$ cat src/rtl/multicycle_control_unit.sv
// multicycle_control_unit: multi-cycle RV32I control FSM that sequences one shared ALU and one memory port,
// with a ready-based memory handshake, an optional wait timeout and a sticky illegal-instruction trap.
// Define CU_BRANCH_EXT_EN to also decode blt/bge/bltu/bgeu; when it is undefined only beq/bne are legal.
module multicycle_control_unit #(
    parameter int MEM_TIMEOUT = 16,
    parameter int CNT_W       = 5
) (
    input  logic       clk,
    input  logic       rst_n,
    input  logic [6:0] opcode,
    input  logic [2:0] func3,
    input  logic       func7_5,
    input  logic       zero,
    input  logic       lt,
    input  logic       ltu,
    input  logic       mem_ready,
    output logic       mem_req,
    output logic       adr_src,
    output logic [1:0] mem_we,
    output logic [2:0] mem_read_mode,
    output logic       ir_write,
    output logic       pc_write,
    output logic       reg_write,
    output logic [1:0] alu_src_a,
    output logic [1:0] alu_src_b,
    output logic [1:0] result_src,
    output logic [3:0] alu_control,
    output logic [3:0] state,
    output logic       illegal
);
    typedef enum logic [3:0] {
        RST, FETCH, DECODE, MEMADR, MEMRD, MEMWB, MEMWR,
        EXEC_R, EXEC_I, ALUWB, BRANCH, JAL, LUI, TRAP
    } state_t;

    localparam logic [6:0] OP_LOAD  = 7'b0000011;
    localparam logic [6:0] OP_STORE = 7'b0100011;
    localparam logic [6:0] OP_R     = 7'b0110011;
    localparam logic [6:0] OP_I     = 7'b0010011;
    localparam logic [6:0] OP_B     = 7'b1100011;
    localparam logic [6:0] OP_JAL   = 7'b1101111;
    localparam logic [6:0] OP_LUI   = 7'b0110111;

    state_t           cur, nxt;
    logic [CNT_W-1:0] cnt;
    logic             in_wait, timeout, taken, br_ok, ld_ok, st_ok;
    logic [3:0]       alu_op;

    assign state   = cur;
    assign in_wait = (cur == FETCH) || (cur == MEMRD) || (cur == MEMWR);
    assign timeout = (MEM_TIMEOUT != 0) && in_wait && !mem_ready && (cnt == CNT_W'(MEM_TIMEOUT - 1));
    assign ld_ok   = (func3 == 3'b000) || (func3 == 3'b001) || (func3 == 3'b010) ||
                     (func3 == 3'b100) || (func3 == 3'b101);
    assign st_ok   = func3 < 3'b011;

    // Branch condition and legality of the branch func3 encoding
    always_comb begin
        taken = 1'b0;
        br_ok = 1'b1;
        case (func3)
            3'b000:  taken = zero;
            3'b001:  taken = !zero;
`ifdef CU_BRANCH_EXT_EN
            3'b100:  taken = lt;
            3'b101:  taken = !lt;
            3'b110:  taken = ltu;
            3'b111:  taken = !ltu;
`endif
            default: br_ok = 1'b0;
        endcase
    end

`ifndef CU_BRANCH_EXT_EN
    logic unused_flags;
    assign unused_flags = lt ^ ltu;
`endif

    // ALU operation for R-type and I-type execution; sub only exists in R-type
    always_comb begin
        case (func3)
            3'b000:  alu_op = (opcode == OP_R && func7_5) ? 4'b0001 : 4'b0000;
            3'b001:  alu_op = 4'b1000;
            3'b010:  alu_op = 4'b0101;
            3'b011:  alu_op = 4'b1010;
            3'b100:  alu_op = 4'b0110;
            3'b101:  alu_op = func7_5 ? 4'b1001 : 4'b0111;
            3'b110:  alu_op = 4'b0011;
            default: alu_op = 4'b0010;
        endcase
    end

    // Next-state selection; wait states leave on mem_ready or trap on timeout
    always_comb begin
        nxt = cur;
        case (cur)
            RST:     nxt = FETCH;
            FETCH:   nxt = mem_ready ? DECODE : (timeout ? TRAP : FETCH);
            DECODE:  nxt = (opcode == OP_LOAD || opcode == OP_STORE) ? MEMADR :
                           (opcode == OP_R)   ? EXEC_R :
                           (opcode == OP_I)   ? EXEC_I :
                           (opcode == OP_B)   ? BRANCH :
                           (opcode == OP_JAL) ? JAL :
                           (opcode == OP_LUI) ? LUI : TRAP;
            MEMADR:  nxt = (opcode == OP_LOAD) ? (ld_ok ? MEMRD : TRAP) : (st_ok ? MEMWR : TRAP);
            MEMRD:   nxt = mem_ready ? MEMWB : (timeout ? TRAP : MEMRD);
            MEMWB:   nxt = FETCH;
            MEMWR:   nxt = mem_ready ? FETCH : (timeout ? TRAP : MEMWR);
            EXEC_R:  nxt = ALUWB;
            EXEC_I:  nxt = ALUWB;
            ALUWB:   nxt = FETCH;
            BRANCH:  nxt = br_ok ? FETCH : TRAP;
            JAL:     nxt = ALUWB;
            LUI:     nxt = ALUWB;
            TRAP:    nxt = TRAP;
            default: nxt = RST;
        endcase
    end

    // State register, wait counter (counts only unanswered wait cycles) and sticky trap flag
    always_ff @(posedge clk or negedge rst_n) begin
        if (!rst_n) begin
            cur     <= RST;
            cnt     <= '0;
            illegal <= 1'b0;
        end else begin
            cur     <= nxt;
            cnt     <= (in_wait && !mem_ready) ? cnt + CNT_W'(1) : '0;
            illegal <= illegal | (nxt == TRAP);
        end
    end

    // Datapath controls decoded from the current state
    always_comb begin
        mem_req       = 1'b0;
        adr_src       = 1'b0;
        mem_we        = 2'b00;
        mem_read_mode = 3'b000;
        ir_write      = 1'b0;
        pc_write      = 1'b0;
        reg_write     = 1'b0;
        alu_src_a     = 2'b00;
        alu_src_b     = 2'b00;
        result_src    = 2'b00;
        alu_control   = 4'b0000;
        case (cur)
            FETCH: begin
                mem_req    = 1'b1;
                alu_src_b  = 2'b10;
                result_src = 2'b10;
                ir_write   = mem_ready;
                pc_write   = mem_ready;
            end
            DECODE: begin
                alu_src_a = 2'b01;
                alu_src_b = 2'b01;
            end
            MEMADR: begin
                alu_src_a = 2'b10;
                alu_src_b = 2'b01;
            end
            MEMRD: begin
                mem_req       = 1'b1;
                adr_src       = 1'b1;
                mem_read_mode = (func3 == 3'b000) ? 3'b001 : (func3 == 3'b001) ? 3'b010 :
                                (func3 == 3'b100) ? 3'b011 : (func3 == 3'b101) ? 3'b100 : 3'b000;
            end
            MEMWB: begin
                result_src = 2'b01;
                reg_write  = 1'b1;
            end
            MEMWR: begin
                mem_req = 1'b1;
                adr_src = 1'b1;
                mem_we  = (func3 == 3'b000) ? 2'b01 : (func3 == 3'b001) ? 2'b10 :
                          (func3 == 3'b010) ? 2'b11 : 2'b00;
            end
            EXEC_R: begin
                alu_src_a   = 2'b10;
                alu_control = alu_op;
            end
            EXEC_I: begin
                alu_src_a   = 2'b10;
                alu_src_b   = 2'b01;
                alu_control = alu_op;
            end
            ALUWB: reg_write = 1'b1;
            BRANCH: begin
                alu_src_a   = 2'b10;
                alu_control = 4'b0001;
                pc_write    = br_ok && taken;
            end
            JAL: begin
                alu_src_a = 2'b01;
                alu_src_b = 2'b10;
                pc_write  = 1'b1;
            end
            LUI: begin
                alu_src_b   = 2'b01;
                alu_control = 4'b0100;
            end
            default: ;
        endcase
    end
endmodule

$ cat config.mk
export PLATFORM = sky130hd
export DESIGN_NAME = multicycle_control_unit
export DESIGN_NICKNAME = d
export VERILOG_FILES = /design/src/rtl/multicycle_control_unit.sv
export SDC_FILE = /design/constraint.sdc
export NUM_CORES = 1
export LEC_CHECK = 0
export CAP_MARGIN = 5
export CORE_MARGIN = 4
export CORE_UTILIZATION = 42
export CTS_CLUSTER_DIAMETER = 30
export DETAILED_ROUTE_END_ITERATION = 12
export PLACE_DENSITY = 0.82
export SYNTH_ARGS = -nofsm -noshare
export SYNTH_HDL_FRONTEND = slang
export SYNTH_SLANG_ARGS = --single-unit
$ cat constraint.sdc
create_clock -name clk -period 3.08 [get_ports clk]
set_input_delay 0.616 -clock clk [delete_from_list [all_inputs] [get_ports clk]]
set_output_delay 0.616 -clock clk [all_outputs]
set_load 0.03 [all_outputs]
==> results of run 1 <==
## registers in the layout, summed over array words and instances (netlist names)
name / flops
illegal: 1
state: 4
cnt: 5
## where the power goes
part | switching, mW | internal [mW] | total, mW | leakage, nW
clock network | 0.0412 | 0.0716 | 0.113 | 0.0210
registers | 0.0715 | 0.171 | 0.243 | 0.126
logic | 0.530 | 0.384 | 0.914 | 0.596
total | 0.643 | 0.627 | 1.27 | 0.744
## layout make-up
| type | count | share of cell area, % |
|---|---|---|
| Clock buffer | 4 | 2.33 |
| Inverter | 10 | 2.41 |
| Timing Repair Buffer | 48 | 29.9 |
| Multi-Input combinational cell | 113 | 46.8 |
| Sequential cell | 10 | 16.3 |
| Tap cell | 28 | 2.25 |
## metal layers
metal / vias to the layer above / part of all wire (%) / track usage, %
met3: 2 / 7.7 / 2.00
met1: 540 / 43 / 23.3
met4: 0 / 0.29 / 4.97
met2: 52 / 49 / 31.3
li1: 597 / - / -
met5: - / 0 / 0
## synth_stat cells (all sizes together) (2+ instances only)
cell and n:
o22ai 2, o211ai 2, nand3b 2, and3 4, nor2b 5, nor4 3, xnor2 3, a21oi 8
nand2 14, o32ai 2, inv 10, xor2 4, nor2 17, or2 2, a211oi 2, nor3b 3
dfrtp 10, nand4 2, buf 2, or3 4, ha 2, o21ai 4, nand2b 5, clkbuf 7
nor3 4
## worst paths after layout
path	to	slack, ns	cells after the start
worst max-delay path	alu_control[0]	0.15	7
worst min-delay path	illegal	0.48	1
worst max register to register	illegal	0.78	8
worst min register to register	illegal	0.48	1
max in group asynchronous	state[2]	2.10	1
min in group asynchronous	cnt[1]	0.66	1
## logic make-up after synthesis
kind of cell             Yosys count  synth area share [%]
AO/OA/AOI/OAI                     28                  18.6
AND/OR/NAND/NOR                   75                  41.2
XOR/XNOR                           7                  5.85
flip-flops                        10                  23.9
buffers and inverters             19                  7.05
adder cells (fa/ha/maj)            2                  2.39
multiplexers                       1                 0.956
## what timing repair did
item / 4_1_cts / 5_1_grt
endpoints found under the setup margin: 0 / 7
hold endpoints to repair: 0 / 0
resized for setup: 0 / 9
==> out/metrics.cfg, run 1 <==
[finish]
area_growth_pct=48.5
drive_gt1_share_pct=15.7
layout_common_cells=clkdlybuf4s50_1, nor2_1, nand2_1, buf_4, inv_1
finish.utilization_pct=67.7
n_antenna_cell=0
seq_area_um2=253
num-fill-cells=191
fin_area_mm2=0.00156
final_nets=205
multi_input_area_um2=728
mostFrequentLayoutCell=clkdlybuf4s50_1
finalNonFillerCells=213

[cts]
cts_tree=done
clkLatencyLatePin_ns=0.26
cts_buffers=3
cts.root.buffer_cell=clkbuf_4
cts_num_sinks=10
clockBufferDepth=2
htreeDepth=1
clkTransAtPathRegs_ns=0.06
post_cts_buffers=0
ctsHoldBuffers=0

[synthesis]
yosysSeqAreaShare_pct=23.9
synth.largest_area_cell=dfrtp_1
syn-cell-area_mm2=0.00105
syn_inst=142
yosysWarningCount=0
synth_edf_count=0
yosys-top-cells-area=dfrtp_1, nor2_1, nand2_1, inv_1, xor2_1
ys_types=47
synth_top_area_share_pct=23.9
synth_async_sr_flop_share_pct=100
synth.net_count=161
ys_ff_latch=10
synth-main-ff-cell=dfrtp_1
postSynthAreaPerCell_um2=7.38

[timing]
finalWorstSetupSlack_ns=0.149
worst-slew-pin-transition_ns=0.429
grt_setup_unrepaired=false
fin_skew_ns=0.00106
tns_ns=0
period_share_pct=95.2
period_minus_slack_ns=2.93
fmax_ghz=0.341
maxSlewHeadroom_pct=71.3
report.final.hold_viol_count=0
setup_viol=0
drv_slew=0
hold_ws_ns=0.478

[placement]
dp.cells=209
dpl.hpwl_um=2380
post_dp_cell_area_mm2=0.00150
pre_cts_ws_ns=0.0515
routabilityCongestion=0.893
portBuffers=39

[worst_setup_path]
critPathBufInv=2
crit_family=simple AND/OR/NAND/NOR gates
max_stage_delay_ns=0.47
worst_path_max_delay_cell=clkdlybuf4s50_1
cp_max_fo=5
crit_start=opcode[3]
rr_startpoint=cnt[0]
path_cells=clkdlybuf4s50_1 > or3_4 > nor3_2 > a31oi_1 > a2bb2oi_1 > o21ai_0 > buf_4
crit_path_end_kind=output pin
critPathKind=primary input to output pin
cp.required_ns=2.46
critPathLaunchType=primary input
worstPathArrival_ns=2.31

[floorplan]
std_cell_rows=17
die-area_mm2=0.00336
die-width_um=57.9
core_mm2=0.00230
ios=42
start_util_pct=45.6
die_h_um=57.9

[grt]
antenna_found_initial=0
grt_pass1_wl_um=4930
overflow=0
grt_usage_pct=17.9
grt_start_max_net_pins=18
grt_pass1_vias=1160

[route]
drt-total-wl_um=3050
wl_per_cell_um=14.3
drc=0
vias=1191
dr.first_iter.drc_count=30
detail-route-antenna-nets=0
vias_per_cell=5.59
dr.pass1.iters=4

[worst_hold_path]
hp-class=flop to flop
hp-start=illegal

[power]
finalPower_mw=1.27
p_per_area_mw_per_mm2=816
p_leak_nw=0.744
peakVddDrop_uv=701

[outcome]
status=complete, no violations

[flow_run]
cap_violations=0

Note: power is estimated with default switching activity, not from simulation.
==> run 2, diff against run 1 <==
--- a/config.mk
+++ b/config.mk
@@ -14,3 +14,4 @@
 export SYNTH_ARGS = -nofsm -noshare
 export SYNTH_HDL_FRONTEND = slang
 export SYNTH_SLANG_ARGS = --single-unit
+export TNS_END_PERCENT = 50
==> results of run 2 <==
The final DEF is identical to that of run 1; final timing and power are the same.
==> run 3, diff against run 2 <==
--- a/config.mk
+++ b/config.mk
@@ -10,6 +10,7 @@
 export CORE_UTILIZATION = 42
 export CTS_CLUSTER_DIAMETER = 30
 export DETAILED_ROUTE_END_ITERATION = 12
+export MAX_ROUTING_LAYER = met4
 export PLACE_DENSITY = 0.82
 export SYNTH_ARGS = -nofsm -noshare
 export SYNTH_HDL_FRONTEND = slang
==> out/metrics.cfg, run 3 (same netlist as run 1, synthesis figures left out) <==
[timing]
maxSlewHeadroom_pct=71.6  ; +0.33 points
fmax_ghz=0.336  ; -1.7%
drv_slew=0  ; unchanged
tns_ns=0  ; unchanged
grt_setup_unrepaired=false
fin_skew_ns=0.00376  ; +0.00270 ns
setup_viol=0  ; unchanged
worst-slew-pin-transition_ns=0.424  ; -0.00489 ns
report.final.hold_viol_count=0  ; unchanged
period_minus_slack_ns=2.98  ; +0.0492 ns
period_share_pct=96.7  ; +1.6 points
hold_ws_ns=0.471  ; -0.00639 ns

[worst_setup_path]
critPathLaunchType=primary input
cp.required_ns=2.46  ; about the same
r2r_slack_ns=0.78  ; about the same
path_cells=clkdlybuf4s50_1 > or3_4 > nor3_1 > a31oi_1 > a2bb2oi_1 > o21ai_0 > buf_4
r2r_end=illegal
crit_path_end_kind=output pin
worst_path_max_delay_cell=clkdlybuf4s50_1
rr_startpoint=cnt[0]
reg2reg_depth=8  ; unchanged
crit_family=simple AND/OR/NAND/NOR gates
max_stage_delay_ns=0.46  ; about the same
cp_max_fo=5  ; unchanged
critPathBufInv=2  ; unchanged
worstPathArrival_ns=2.36  ; +0.05 ns
critPathKind=primary input to output pin

[route]
vias=1185  ; -0.50%
wl_per_cell_um=13.9  ; -2.7%
drt-total-wl_um=2970  ; -2.7%
detail-route-antenna-nets=0  ; unchanged
drc=0  ; unchanged
dr.pass1.iters=4  ; unchanged
vias_per_cell=5.56  ; -0.50%
dr.first_iter.drc_count=22  ; -27%

[cts]
htreeDepth=1  ; unchanged
clkTransAtPathRegs_ns=0.06  ; about the same
cts_buffers=3  ; unchanged
clkLatencyLatePin_ns=0.26  ; about the same
clockBufferDepth=2  ; unchanged
cts_num_sinks=10  ; unchanged
cts.root.buffer_cell=clkbuf_4
cts_tree=done
post_cts_buffers=0  ; unchanged

[placement]
portBuffers=39  ; unchanged
routabilityCongestion=0.921  ; +3.1%
dp.cells=209  ; unchanged
dpl.hpwl_um=2420  ; +1.6%

[finish]
final_nets=205  ; unchanged
seq_area_um2=251  ; -0.49%
drive_gt1_share_pct=14.6  ; -1.1 points
finalNonFillerCells=213  ; unchanged
num-fill-cells=199  ; +4.2%
top_register=cnt
multi_input_area_um2=723  ; -0.69%
mostFrequentLayoutCell=clkdlybuf4s50_1
area_growth_pct=47.4
layout_common_cells=clkdlybuf4s50_1, nor2_1, nand2_1, buf_4, inv_1
n_antenna_cell=0  ; unchanged
largest_register_ffs=5  ; unchanged

[floorplan]
die-width_um=57.9  ; unchanged
start_util_pct=45.6  ; unchanged
ios=42  ; unchanged
die-area_mm2=0.00336  ; unchanged
die_h_um=57.9  ; unchanged
std_cell_rows=17  ; unchanged
core_mm2=0.00230  ; unchanged

[outcome]
status=complete, no violations

[power]
p_leak_nw=0.711  ; -4.4%
p_per_area_mw_per_mm2=824  ; +0.99%
peakVddDrop_uv=620  ; -12%
finalPower_mw=1.27  ; +0.26%

[flow_run]
cap_violations=0  ; unchanged

[grt]
grt_usage_pct=18.9  ; +0.98 points
grt_start_max_net_pins=18  ; unchanged
antenna_found_initial=0  ; unchanged
overflow=0  ; unchanged
grt_pass1_wl_um=4970  ; +0.85%
grt_pass1_vias=1143  ; -1.5%

[worst_hold_path]
hp-class=flop to flop
min_to=illegal
hold_path_depth=1  ; unchanged
hp-start=illegal

run 3: cell types whose count changed in the layout (fill, tap and decap cells not counted), sizes merged:
cell / change
dlymetal6s2s: -2
clkdlybuf4s50: +2
run 3: timing repair:
| action | 4_1_cts | 5_1_grt |
|---|---|---|
| hold endpoints to repair | 0 | 0 |
| hold buffers | 0 | 0 |
| endpoints found under the setup margin | 0 | 6 |
| gates resized for setup | 0 | 5 |
run 3: worst max-delay path by stage:
stage                       end       from  slack [ns]  cells past startpoint
3_5_place_dp   mem_read_mode[1]   func3[1]        0.04                      4
5_1_grt          alu_control[0]  opcode[3]        0.02                      7
2_1_floorplan    alu_control[0]  opcode[3]        0.31                      5
4_1_cts        mem_read_mode[1]   state[0]        0.01                      4
3_3_place_gp   mem_read_mode[2]   func3[1]        0.08                      4
6_report         alu_control[0]  opcode[3]        0.10                      7
run 3: where the power goes:
| group | internal (mW) | switching (mW) |
|---|---|---|
| clock | 0.0718 | 0.0439 |
| sequential | 0.171 | 0.0529 |
| combinational | 0.387 | 0.547 |
| total | 0.629 | 0.643 |
run 3: layout make-up:
cell class	count	share of cell area [%]
Sequential cell	10	16.3
Multi-Input combinational cell	113	46.8
Timing Repair Buffer	48	29.8
Inverter	10	2.43
Clock buffer	4	2.35
Tap cell	28	2.27
run 3: stage by stage:
stage               setup WS, ns  instance area (um2)  utilization [%]
global placement          0.0830                 1500             65.1
finish                     0.100                 1540             67.2
floorplan                  0.314                 1050                -
CTS                       0.0148                 1530             66.7
global route              0.0206                 1540             67.2
detailed placement        0.0380                 1500             65.1
run 3: routing by layer:
layer	share of wire (%)	GRT usage (%)
met5	0	-
met4	0.54	4.97
met3	5.6	3.34
met2	48	31.1
met1	46	23.9
